File: src/rtl/even_odd_tally.sv
// Even/odd frame tally: counts even and odd samples per frame and hands a
// registered summary downstream over a valid/ready handshake.
module even_odd_tally #(
    parameter int DATA_W    = 8,
    parameter int FRAME_LEN = 16,
    parameter int CNT_W     = 8
) (
    input  logic              clk,
    input  logic              rst_n,
    input  logic              in_valid,
    input  logic [DATA_W-1:0] in_data,
    input  logic              in_last,
    output logic              in_ready,
    output logic              out_valid,
    input  logic              out_ready,
    output logic [CNT_W-1:0]  even_cnt,
    output logic [CNT_W-1:0]  odd_cnt,
    output logic [CNT_W-1:0]  frame_len,
    output logic              majority_even
);

    localparam logic [0:0] ACCUM  = 1'b0;
    localparam logic [0:0] REPORT = 1'b1;
    localparam logic [CNT_W-1:0] LEN_MAX = CNT_W'(FRAME_LEN);

    logic [0:0]       state;
    logic [CNT_W-1:0] even_acc, odd_acc, smp_acc;
    logic [CNT_W-1:0] even_nxt, odd_nxt, smp_nxt;
    logic             accept, is_odd, close;
    logic             unused_data;

    function automatic logic maj_even(input logic [CNT_W-1:0] e, input logic [CNT_W-1:0] o);
        return e > o;
    endfunction

    // Only bit 0 decides parity; upper bits are intentionally ignored.
    assign unused_data = ^in_data;
    assign is_odd      = in_data[0];

    assign in_ready  = (state == ACCUM);
    assign out_valid = (state == REPORT);
    assign accept    = in_valid & in_ready;

    assign even_nxt = even_acc + {{(CNT_W-1){1'b0}}, ~is_odd};
    assign odd_nxt  = odd_acc  + {{(CNT_W-1){1'b0}},  is_odd};
    assign smp_nxt  = smp_acc  + {{(CNT_W-1){1'b0}},  1'b1};
    assign close    = accept & ((smp_nxt == LEN_MAX) | in_last);

    always_ff @(posedge clk) begin
        if (!rst_n) begin
            state         <= ACCUM;
            even_acc      <= '0;
            odd_acc       <= '0;
            smp_acc       <= '0;
            even_cnt      <= '0;
            odd_cnt       <= '0;
            frame_len     <= '0;
            majority_even <= 1'b0;
        end else if (state == ACCUM) begin
            if (accept) begin
                even_acc <= even_nxt;
                odd_acc  <= odd_nxt;
                smp_acc  <= smp_nxt;
            end
            // Summary is loaded from the updated counts so the closing sample is included.
            if (close) begin
                even_cnt      <= even_nxt;
                odd_cnt       <= odd_nxt;
                frame_len     <= smp_nxt;
                majority_even <= maj_even(even_nxt, odd_nxt);
                state         <= REPORT;
            end
        end else begin
            if (out_ready) begin
                even_acc <= '0;
                odd_acc  <= '0;
                smp_acc  <= '0;
                state    <= ACCUM;
            end
        end
    end

    always @(posedge clk) begin
        assert (FRAME_LEN >= 1 && FRAME_LEN <= 255 &&
                64'(FRAME_LEN) <= ((64'd1 << CNT_W) - 64'd1))
        else $error("even_odd_tally: FRAME_LEN does not fit in CNT_W bits");
    end

endmodule

File: config.mk
export PLATFORM = sky130hd
export DESIGN_NAME = even_odd_tally
export DESIGN_NICKNAME = d
export VERILOG_FILES = /design/src/rtl/even_odd_tally.sv
export SDC_FILE = /design/constraint.sdc
export NUM_CORES = 1
export LEC_CHECK = 0
export ABC_AREA = 1
export CAP_MARGIN = 10
export CORE_UTILIZATION = 33
export CTS_CLUSTER_DIAMETER = 100
export DETAILED_ROUTE_END_ITERATION = 16
export GPL_ROUTABILITY_DRIVEN = 0
export PLACE_DENSITY = 0.5
export RECOVER_POWER = 100
export SYNTH_ARGS = -nofsm -noshare
export SYNTH_HDL_FRONTEND = slang
export SYNTH_SLANG_ARGS = --single-unit
File: constraint.sdc
create_clock -name clk -period 2.4 [get_ports clk]
set_input_delay 0.48 -clock clk [delete_from_list [all_inputs] [get_ports clk]]
set_output_delay 0.48 -clock clk [all_outputs]
set_load 0.01 [all_outputs]
==> metrics.md, run 1 <==
| Metric | Value |
|---|---|
| Status | completed |
| Area leader, netlist | dfxtp_1 |
| Share of synthesized registers carrying an async set or reset | 0% |
| Post-synthesis average cell area | 6.90 um^2 |
| Fin crit share | between 90% and 100% |
| Gate power share | between 10 and 15% |
| Pwr per Cell Area | ~500 nW/um^2 |
| RSZ-0062 raised after global routing | no |
| Largest net degree at the start of global routing | 27 |
| Initial DRC Count | between 60 and 70 |
| Num rows | 31 |
| DR DRC count | 0 |
| Min-Delay Path Class | reg -> reg |
| Die W | 89.8 um |
| Io pins | 40 |
| Sequential share of the synthesized area | 39.3% |
| Max-cap viol count | 0 |
| Startpoint class of the critical path | input pin |
| Rel. slew slack | approximately 64% |
| Sw Ratio | 26.6% |
| Yosys reg bits | 50 |
| Final Power | approximately 1.6 mW |
| Distinct cells, synth | 28 |
| N_diodes | 0 |
| Layout area overhead | 27.9% |
| Post-synth EDFFs | 0 |
| PortBufs | 32 |
| Critical Path AT | 2.38 ns |
| Via count | around 2400 |
| Vias in the first global route | ~2300 |
| Critical path type | in -> reg |
| Worst vdd ir | 0.201 mV |
| Setup_tns | 0 ns |
| Setup Buffers After CTS | 0 |
| Clock power share | between 30% and 40% |
| First-pass GRT wire length | 10600 um |
| Crit. End Element | flop |
| Routed len/inst | ~12 um |
| Drt pass-1 iters | 4 |
| Final setup fails | 0 |
| Clock sink total | 50 |
| Max frequency | 457 MHz |
| Switching pwr | 435 uW |
| Worst Tran Pin Value | roughly 0.53 ns |
| Maximum clock path buffer count | 2 |
| Worst endpoint required time | around 2.6 ns |
| Clock buffer count from CTS | 5 |
| Synth Flop Type | dfxtp_1 |
| LEAKAGE | between 1 and 1.5 nW |
| Period minus WS final | 2.19 ns |
| Worst clock skew | around 0.0051 ns |
| Sequential Power Share | between 50 and 60% |
| Cells after Synth | between 300 and 400 |
| Detailed Route WL | between 6000 and 7000 um |
| Most frequent cells after synthesis | nand2_1, nor2_1, dfxtp_1 |
| Most frequent cell after synthesis | nand2_1 |
| Slew Limit Fails | 0 |
| CTS tree | yes |
| Area after DPL | around 3100 um^2 |
| Total die area | around 8100 um^2 |
| Worst-Skew Late Latency | roughly 0.30 ns |
| Final hold vios | 0 |
| Die height | ~90 um |
| Post-Syn Area | roughly 2500 um^2 |
| Synth Warn # | 0 |
| Core ar. | roughly 7400 um^2 |
| Via/cell ratio | 4.56 |
| Share of cells above drive strength 1 | 13.5% |
| Critical path peak fanout | 3 |
| Final HPWL DP | about 4500 um |
| Finished Cell Area | approximately 3300 um^2 |
| Mapped Nets | around 390 |
| Total Routing Usage GR | between 10% and 20% |
| # nets final | between 400 and 500 |
| Htree depth | 2 |
| Initial core utilization | 34.5% |
| CTS root buf | clkbuf_8 |
| Remaining global-route overflow | 0 |
| Int Power | around 1.2 mW |
| Synth top area share | between 30% and 40% |
| # hold bufs at CTS | 0 |
| Reg clk slew, reported paths | around 0.090 ns |
| Final ANT Viol Nets | 0 |
| Synth area leaders | dfxtp_1, nand2_1, nor2_1 |
| Initial antenna violation count | 0 |
## per-stage QoR
| step | instances | hold WS, ns | utilization [%] | setup WS [ns] |
|---|---|---|---|---|
| detailed placement | 514 | 0.468 | 42.4 | -0.410 |
| finish | 522 | 0.476 | 44.2 | 0.213 |
| global placement | 514 | 0.462 | 42.4 | -0.396 |
| floorplan | 369 | 0.453 | - | 0.267 |
| CTS | 522 | 0.481 | 43.8 | 0.225 |
| global route | 522 | 0.496 | 44.2 | 0.00235 |
## final cells by class
cell class | instances | area, um^2
multi-input combinational | 275 | 1380
sequential | 50 | 1000
tap | 99 | 124
fill | 783 | 4120
inverter | 32 | 133
clock inverter | 1 | 5.00
clock buffer | 7 | 86.3
timing repair buffer | 58 | 524
## repair_timing
action                                  4_1_cts  5_1_grt
hold endpoints to repair                      0        0
cloned                                        0        0
endpoints found under the setup margin        1        1
gates resized for setup                       4        8
pin swaps                                     3        3
## per-layer routing
metal	routed length, um	track usage, %	vias up	part of all wire [%]
li1	-	-	1277	-
met1	2740	18.8	1079	44
met2	3250	30.8	19	53
met3	110	3.05	6	1.8
met4	82	4.92	0	1.3
met5	0	0	-	0
## power by group through the flow
stage	registers [mW]	logic, mW	clock network (mW)
finish	0.883	0.240	0.513
global route	0.889	0.272	0.565
CTS	0.885	0.257	0.538
detailed placement	0.904	0.257	0
global placement	0.903	0.257	0
floorplan	0.914	0.133	0
## final timing paths
| check | startpoint | end | slack (ns) | cells after the start |
|---|---|---|---|---|
| setup / recovery | in_data[0] | majority_even | 0.21 | 16 |
| setup reg to reg | smp_acc[0] | even_cnt[5] | 0.27 | 12 |
| hold reg to reg | frame_len[7] | frame_len[7] | 0.48 | 2 |
| hold / removal | frame_len[7] | frame_len[7] | 0.48 | 2 |
## sequential cells by signal (all words and copies together), names as in the netlist
| name | count |
|---|---|
| frame_len | 8 |
| even_cnt | 8 |
| odd_acc | 8 |
| even_acc | 8 |
| out_valid | 1 |
| odd_cnt | 8 |
| smp_acc | 8 |
| majority_even | 1 |
## cells in the final DEF (no fill, tap or decap), types with 3 or more instances in the layout
cell,synthesis,layout
dfxtp_1,50,50
nand2_1,97,97
nand2_2,5,5
nand3_1,12,12
nor2_2,5,4
a21oi_1,28,28
clkdlybuf4s50_1,0,3
buf_4,1,24
xor2_1,6,6
o21ai_0,2,6
dlygate4sd3_1,0,28
clkbuf_8,0,6
o21bai_1,4,4
ha_1,11,9
inv_1,23,23
nor2_1,69,69
o21ai_1,24,20
inv_2,6,6
nand3b_1,3,3
## critical path, stage by stage
cell           delay [ns]
dlygate4sd2_1        0.24
buf_4                0.13
ha_1                 0.15
nand2_1              0.09
inv_2                0.07
nand4_1              0.12
xnor2_1              0.22
inv_1                0.09
ha_4                 0.28
nand2_1              0.06
nor2_2               0.13
nand2_1              0.06
nor2_1               0.10
nor2_1               0.05
nand2_1              0.07
a21oi_1              0.05
## kinds of logic (layout without fill, tap and decap cells)
logic type / after synthesis / count (layout) / share of synthesized area [%]
simple gates: 196 / 196 / 31.9
buf+inv: 44 / 98 / 8.01
compound gates: 61 / 61 / 13.0
xor+xnor: 7 / 7 / 2.41
fa+ha+maj: 11 / 11 / 5.41
flops: 50 / 50 / 39.3
No activity file was read; power rests on OpenSTA's default activity.
==> run 2: changes to the inputs <==
CTS_CLUSTER_SIZE = 24   (was default)
SKIP_CTS_REPAIR_TIMING = 1   (was default)
==> run 2 against run 1 <==
  * First-iteration DRC count down 15%
  * Via count fell by 0.55%
  * Register-to-register slack gained 0.06 ns
  * Critical path type unchanged
  * Sequential power barely moved
  * Core utilization shrank 0.27 points
  * Critical endpoint unchanged
==> metrics.md, run 2 (synthesized netlist as in run 1, its figures left out) <==
| Metric | Value |
|---|---|
| Most frequent cells in the layout | nand2_1, nor2_1, dfxtp_1, a21oi_1, dlygate4sd3_1 |
| Routed len/inst | between 10 and 15 um |
| Startpoint class of the critical path | input pin |
| Final setup fails | 0 |
| Share of cells above drive strength 1 | between 10% and 20% |
| N_diodes | 0 |
| Final Power | about 1.6 mW |
| Multi-input logic area | 1360 um^2 |
| Max-cap viol count | 0 |
| Most common cell after layout, fill and taps aside | nand2_1 |
| Remaining global-route overflow | 0 |
| Layout area overhead | 27.1% |
| Final Util | approximately 44% |
| Final ANT Viol Nets | 0 |
| Initial antenna violation count | 0 |
| Crit-path cells | dlymetal6s2s_1 > inv_1 > ha_1 > nand3_1 > nor3_2 > nand2_1 > xor2_1 > inv_2 > ha_4 > nand2_1 > nor2_2 > nand2_1 > nor2_1 > nor2_1 > nand2_1 > a21oi_1 |
| Fin crit share | between 80% and 90% |
| Max frequency | just under 500 MHz |
| Period minus WS final | 2.07 ns |
| Critical Path AT | approximately 2.3 ns |
| Detailed Route WL | 6150 um |
| Via/cell ratio | between 4 and 5 |
| Final HPWL DP | around 4500 um |
| Status | completed |
| Io pins | 40 |
| Final std cells w/o fill | between 500 and 600 |
| Slowest CP cell | ha_4 |
| Initial core utilization | approximately 35% |
| # fillers | between 700 and 800 |
| Vias in the first global route | approximately 2200 |
| PortBufs | 32 |
| Clock sink total | 50 |
| LEAKAGE | about 1.4 nW |
| Worst-Skew Late Latency | approximately 0.30 ns |
| Reg clk slew, reported paths | about 0.09 ns |
| Final hold vios | 0 |
| Drt pass-1 iters | 4 |
| Critical path peak fanout | 3 |
| Worst endpoint required time | 2.59 ns |
| Via count | around 2400 |
| # nets final | ~450 |
| Setup_tns | 0 ns |
| CTS root buf | clkbuf_8 |
| Seq. cell area | about 1000 um^2 |
| Initial DRC Count | 57 |
| Most common cell on crit path | nand2_1 |
| CP max stage delay | approximately 0.27 ns |
| Critical path type | in -> reg |
| Total die area | roughly 8100 um^2 |
| Pwr per Cell Area | 505 nW/um^2 |
| Min-Delay Path Class | reg -> reg |
| First-pass GRT wire length | 10500 um |
| Total Routing Usage GR | 16.3% |
| Crit. End Element | flop |
| DR DRC count | 0 |
| Post-Place Cells | between 500 and 600 |
| Hold Worst Slack | around 0.47 ns |
| Clock buffer count from CTS | 5 |
| Largest net degree at the start of global routing | 27 |
| Worst Tran Pin Value | approximately 0.52 ns |
| Maximum clock path buffer count | 2 |
| CTS tree | yes |
| Worst clock skew | approximately 0.0053 ns |
| Rel. slew slack | 65.1% |
| RSZ-0062 raised after global routing | no |
| Die W | approximately 90 um |
| Num rows | 31 |
| Htree depth | 2 |
| Slew Limit Fails | 0 |
| Core ar. | roughly 7400 um^2 |
| Worst vdd ir | slightly above 0.2 mV |
| Die height | approximately 90 um |
==> run 2: metrics by stage <==
stage / instance area [um^2] / setup slack (ns)
detailed placement: 3130 / -0.410
finish: 3230 / 0.326
floorplan: 2540 / 0.267
global placement: 3130 / -0.396
global route: 3230 / 0.0650
CTS: 3220 / -0.0708
==> run 2: power breakdown <==
group	switching, mW	total [mW]	internal [mW]
Combinational	0.135	0.238	0.103
Sequential	0.0188	0.882	0.863
Clock	0.279	0.513	0.233
==> run 2: cell type report <==
cell class,instances,area share [%]
repair buffers,58,16.3
inverters,32,4.10
clock buffers,7,2.67
well taps,99,3.83
multi-input cells,275,42.0
clock inverters,1,0.155
flip-flops and latches,50,30.9
==> run 2: per-layer routing <==
| layer | wire (um) | global-route usage, % | part of all wire [%] | vias up |
|---|---|---|---|---|
| li1 | - | - | - | 1276 |
| met1 | 2700 | 18.7 | 44 | 1067 |
| met2 | 3260 | 30.4 | 53 | 19 |
| met3 | 108 | 3.05 | 1.8 | 6 |
| met4 | 82 | 4.92 | 1.3 | 0 |
| met5 | 0 | 0 | 0 | - |
==> run 2: worst paths after layout <==
check	start	endpoint	slack, ns	depth (start not counted)
worst min-delay path	frame_len[7]	frame_len[7]	0.47	2
worst max register to register	smp_acc[0]	even_cnt[5]	0.33	12
worst max-delay path	in_data[0]	majority_even	0.33	16
worst min register to register	frame_len[7]	frame_len[7]	0.47	2
==> run 2: critical path, delay by kind of cell <==
family | cells | cell delay (ns)
simple gates | 9 | 0.87
compound gates | 1 | 0.05
fa+ha+maj | 2 | 0.42
buf+inv | 3 | 0.29
xor+xnor | 1 | 0.16
==> run 3: changes to the inputs <==
--- a/constraint.sdc
+++ b/constraint.sdc
@@ -3,2 +3,2 @@
 set_output_delay 0.48 -clock clk [all_outputs]
-set_load 0.01 [all_outputs]
+set_load 0.1 [all_outputs]
==> run 3 against run 2 <==
  * Final area shrank 5.5%
  * Die area did not move
  * Clock skew up 0.0026 ns
  * Fmax fell by 7.2%
  * Critical path depth fell by 3
  * Core utilization is 2.4 points lower
  * Cell count stayed put
  * Via count fell by 1.7%
  * Register-to-register slack worse by 0.16 ns
  * Critical path type is now reg -> reg
  * Critical endpoint unchanged
==> metrics.md, run 3 (synthesized netlist as in run 1, its figures left out) <==
| Metric | Value |
|---|---|
| Via/cell ratio | approximately 4.5 |
| Critical path peak fanout | 5 |
| Worst clock skew | a little under 0.008 ns |
| Rel. slew slack | a little over a fifth |
| Clock sink total | 50 |
| Slew Limit Fails | 0 |
| Via count | between 2000 and 2500 |
| # nets final | around 450 |
| Seq. cell area | 1000 um^2 |
| CTS tree | yes |
| Initial antenna violation count | 0 |
| Crit. End Element | flop |
| Area after DPL | between 3000 and 4000 um^2 |
| Max frequency | roughly 450 MHz |
| Critical path type | reg -> reg |
| Slowest CP cell | dfxtp_1 |
| Crit-path cells | nand2_1 > nor2_1 > nand4_1 > xnor2_1 > inv_1 > ha_4 > nand2_1 > nor2_2 > nand2_1 > nor2_1 > nor2_1 > nand2_1 > a21oi_1 |
| Startpoint class of the critical path | flop |
| Clock buffer count from CTS | 5 |
| Htree depth | 2 |
| Most common cell on crit path | nand2_1 |
| Final ANT Viol Nets | 0 |
| Share of cells above drive strength 1 | between 10% and 20% |
| First-pass GRT wire length | around 10000 um |
| Final hold vios | 0 |
| Routed len/inst | 11.3 um |
| Worst endpoint required time | around 2.6 ns |
| N_diodes | 0 |
| # fillers | roughly 830 |
| Initial core utilization | 34.5% |
| Vias in the first global route | approximately 2200 |
| PortBufs | 32 |
| Most common cell after layout, fill and taps aside | nand2_1 |
| Most frequent cells in the layout | nand2_1, nor2_1, dfxtp_1, clkbuf_1, a21oi_1 |
| Core ar. | ~7400 um^2 |
| Fin crit share | between 90% and 100% |
| Initial DRC Count | 87 |
| Die W | ~90 um |
| Final setup fails | 0 |
| CP Buf/Inv Count | 1 |
| Drt pass-1 iters | 4 |
| Total die area | 8070 um^2 |
| DR DRC count | 0 |
| Remaining global-route overflow | 0 |
| Final Util | approximately two fifths |
| Period minus WS final | about 2.2 ns |
| Worst-Skew Late Latency | roughly 0.30 ns |
| Min-Delay Path Class | reg -> reg |
| Num rows | 31 |
| Worst Tran Pin Value | 1.18 ns |
| CP max stage delay | between 0.4 and 0.5 ns |
| Multi-input logic area | between 1000 and 1500 um^2 |
| Largest net degree at the start of global routing | 27 |
| Io pins | 40 |
| Worst vdd ir | about 0.19 mV |
| Cell family with most CP delay | simple AND/OR/NAND/NOR gates |
| Reg clk slew, reported paths | 0.09 ns |
| Status | completed |
| Detailed Route WL | a little under 6000 um |
| Final Power | approximately 1.8 mW |
| Finished Cell Area | 3060 um^2 |
| CTS root buf | clkbuf_8 |
| Die height | about 90 um |
| Critical Path AT | between 2 and 2.5 ns |
| Pwr per Cell Area | between 500 and 600 nW/um^2 |
| Total Routing Usage GR | roughly 15% |
| Final HPWL DP | 4200 um |
| Max-cap viol count | 0 |
| LEAKAGE | ~1.3 nW |
| Maximum clock path buffer count | 2 |
| Layout area overhead | 20.2% |
## run 3: cell type report
class                           count  share of cell area [%]
Clock buffer                        7                    2.82
Clock inverter                      1                   0.164
Inverter                           32                    4.34
Multi-Input combinational cell    275                    44.5
Sequential cell                    50                    32.8
Tap cell                           99                    4.05
Timing Repair Buffer               58                    11.3
## run 3: power breakdown
part,switching [mW],total [mW],internal [mW]
sequential,0.0188,0.882,0.863
combinational,0.326,0.402,0.0763
clock,0.279,0.512,0.233
total,0.624,1.80,1.17
## run 3: tightest hold or removal path: cells and delay by family (launching register included)
family / cells / cell delay [ns]
DFF: 1 / 0.32
AOI/OAI and AO/OA: 1 / 0.06
and+or+nand+nor: 1 / 0.06
## run 3: metal layers
metal  global-route usage, %  share of wire [%]  vias to the layer above
li1                        -                  -                     1270
met2                    26.9                 48                       20
met3                    2.96                2.6                        4
met5                       0                  0                        -
met4                    5.33               0.71                        0
met1                    18.7                 48                     1033
## run 3: worst paths after layout
kind	slack [ns]	cells past startpoint	to	start
worst min-delay path	0.48	2	frame_len[7]	frame_len[7]
worst min register to register	0.48	2	frame_len[7]	frame_len[7]
worst max register to register	0.16	13	majority_even	odd_acc[2]
worst max-delay path	0.16	13	majority_even	odd_acc[2]
## run 3: per-stage QoR
| step | hold slack, ns | TNS [ns] | setup slack (ns) | cells |
|---|---|---|---|---|
| after CTS | 0.479 | -0.0263 | -0.0263 | 521 |
| after detailed placement | 0.462 | -0.352 | -0.352 | 513 |
| after global placement | 0.459 | -0.341 | -0.341 | 513 |
| after floorplan | 0.453 | 0 | 0.189 | 369 |
| final | 0.480 | 0 | 0.165 | 522 |
| after global routing | 0.506 | -0.0119 | -0.0119 | 522 |
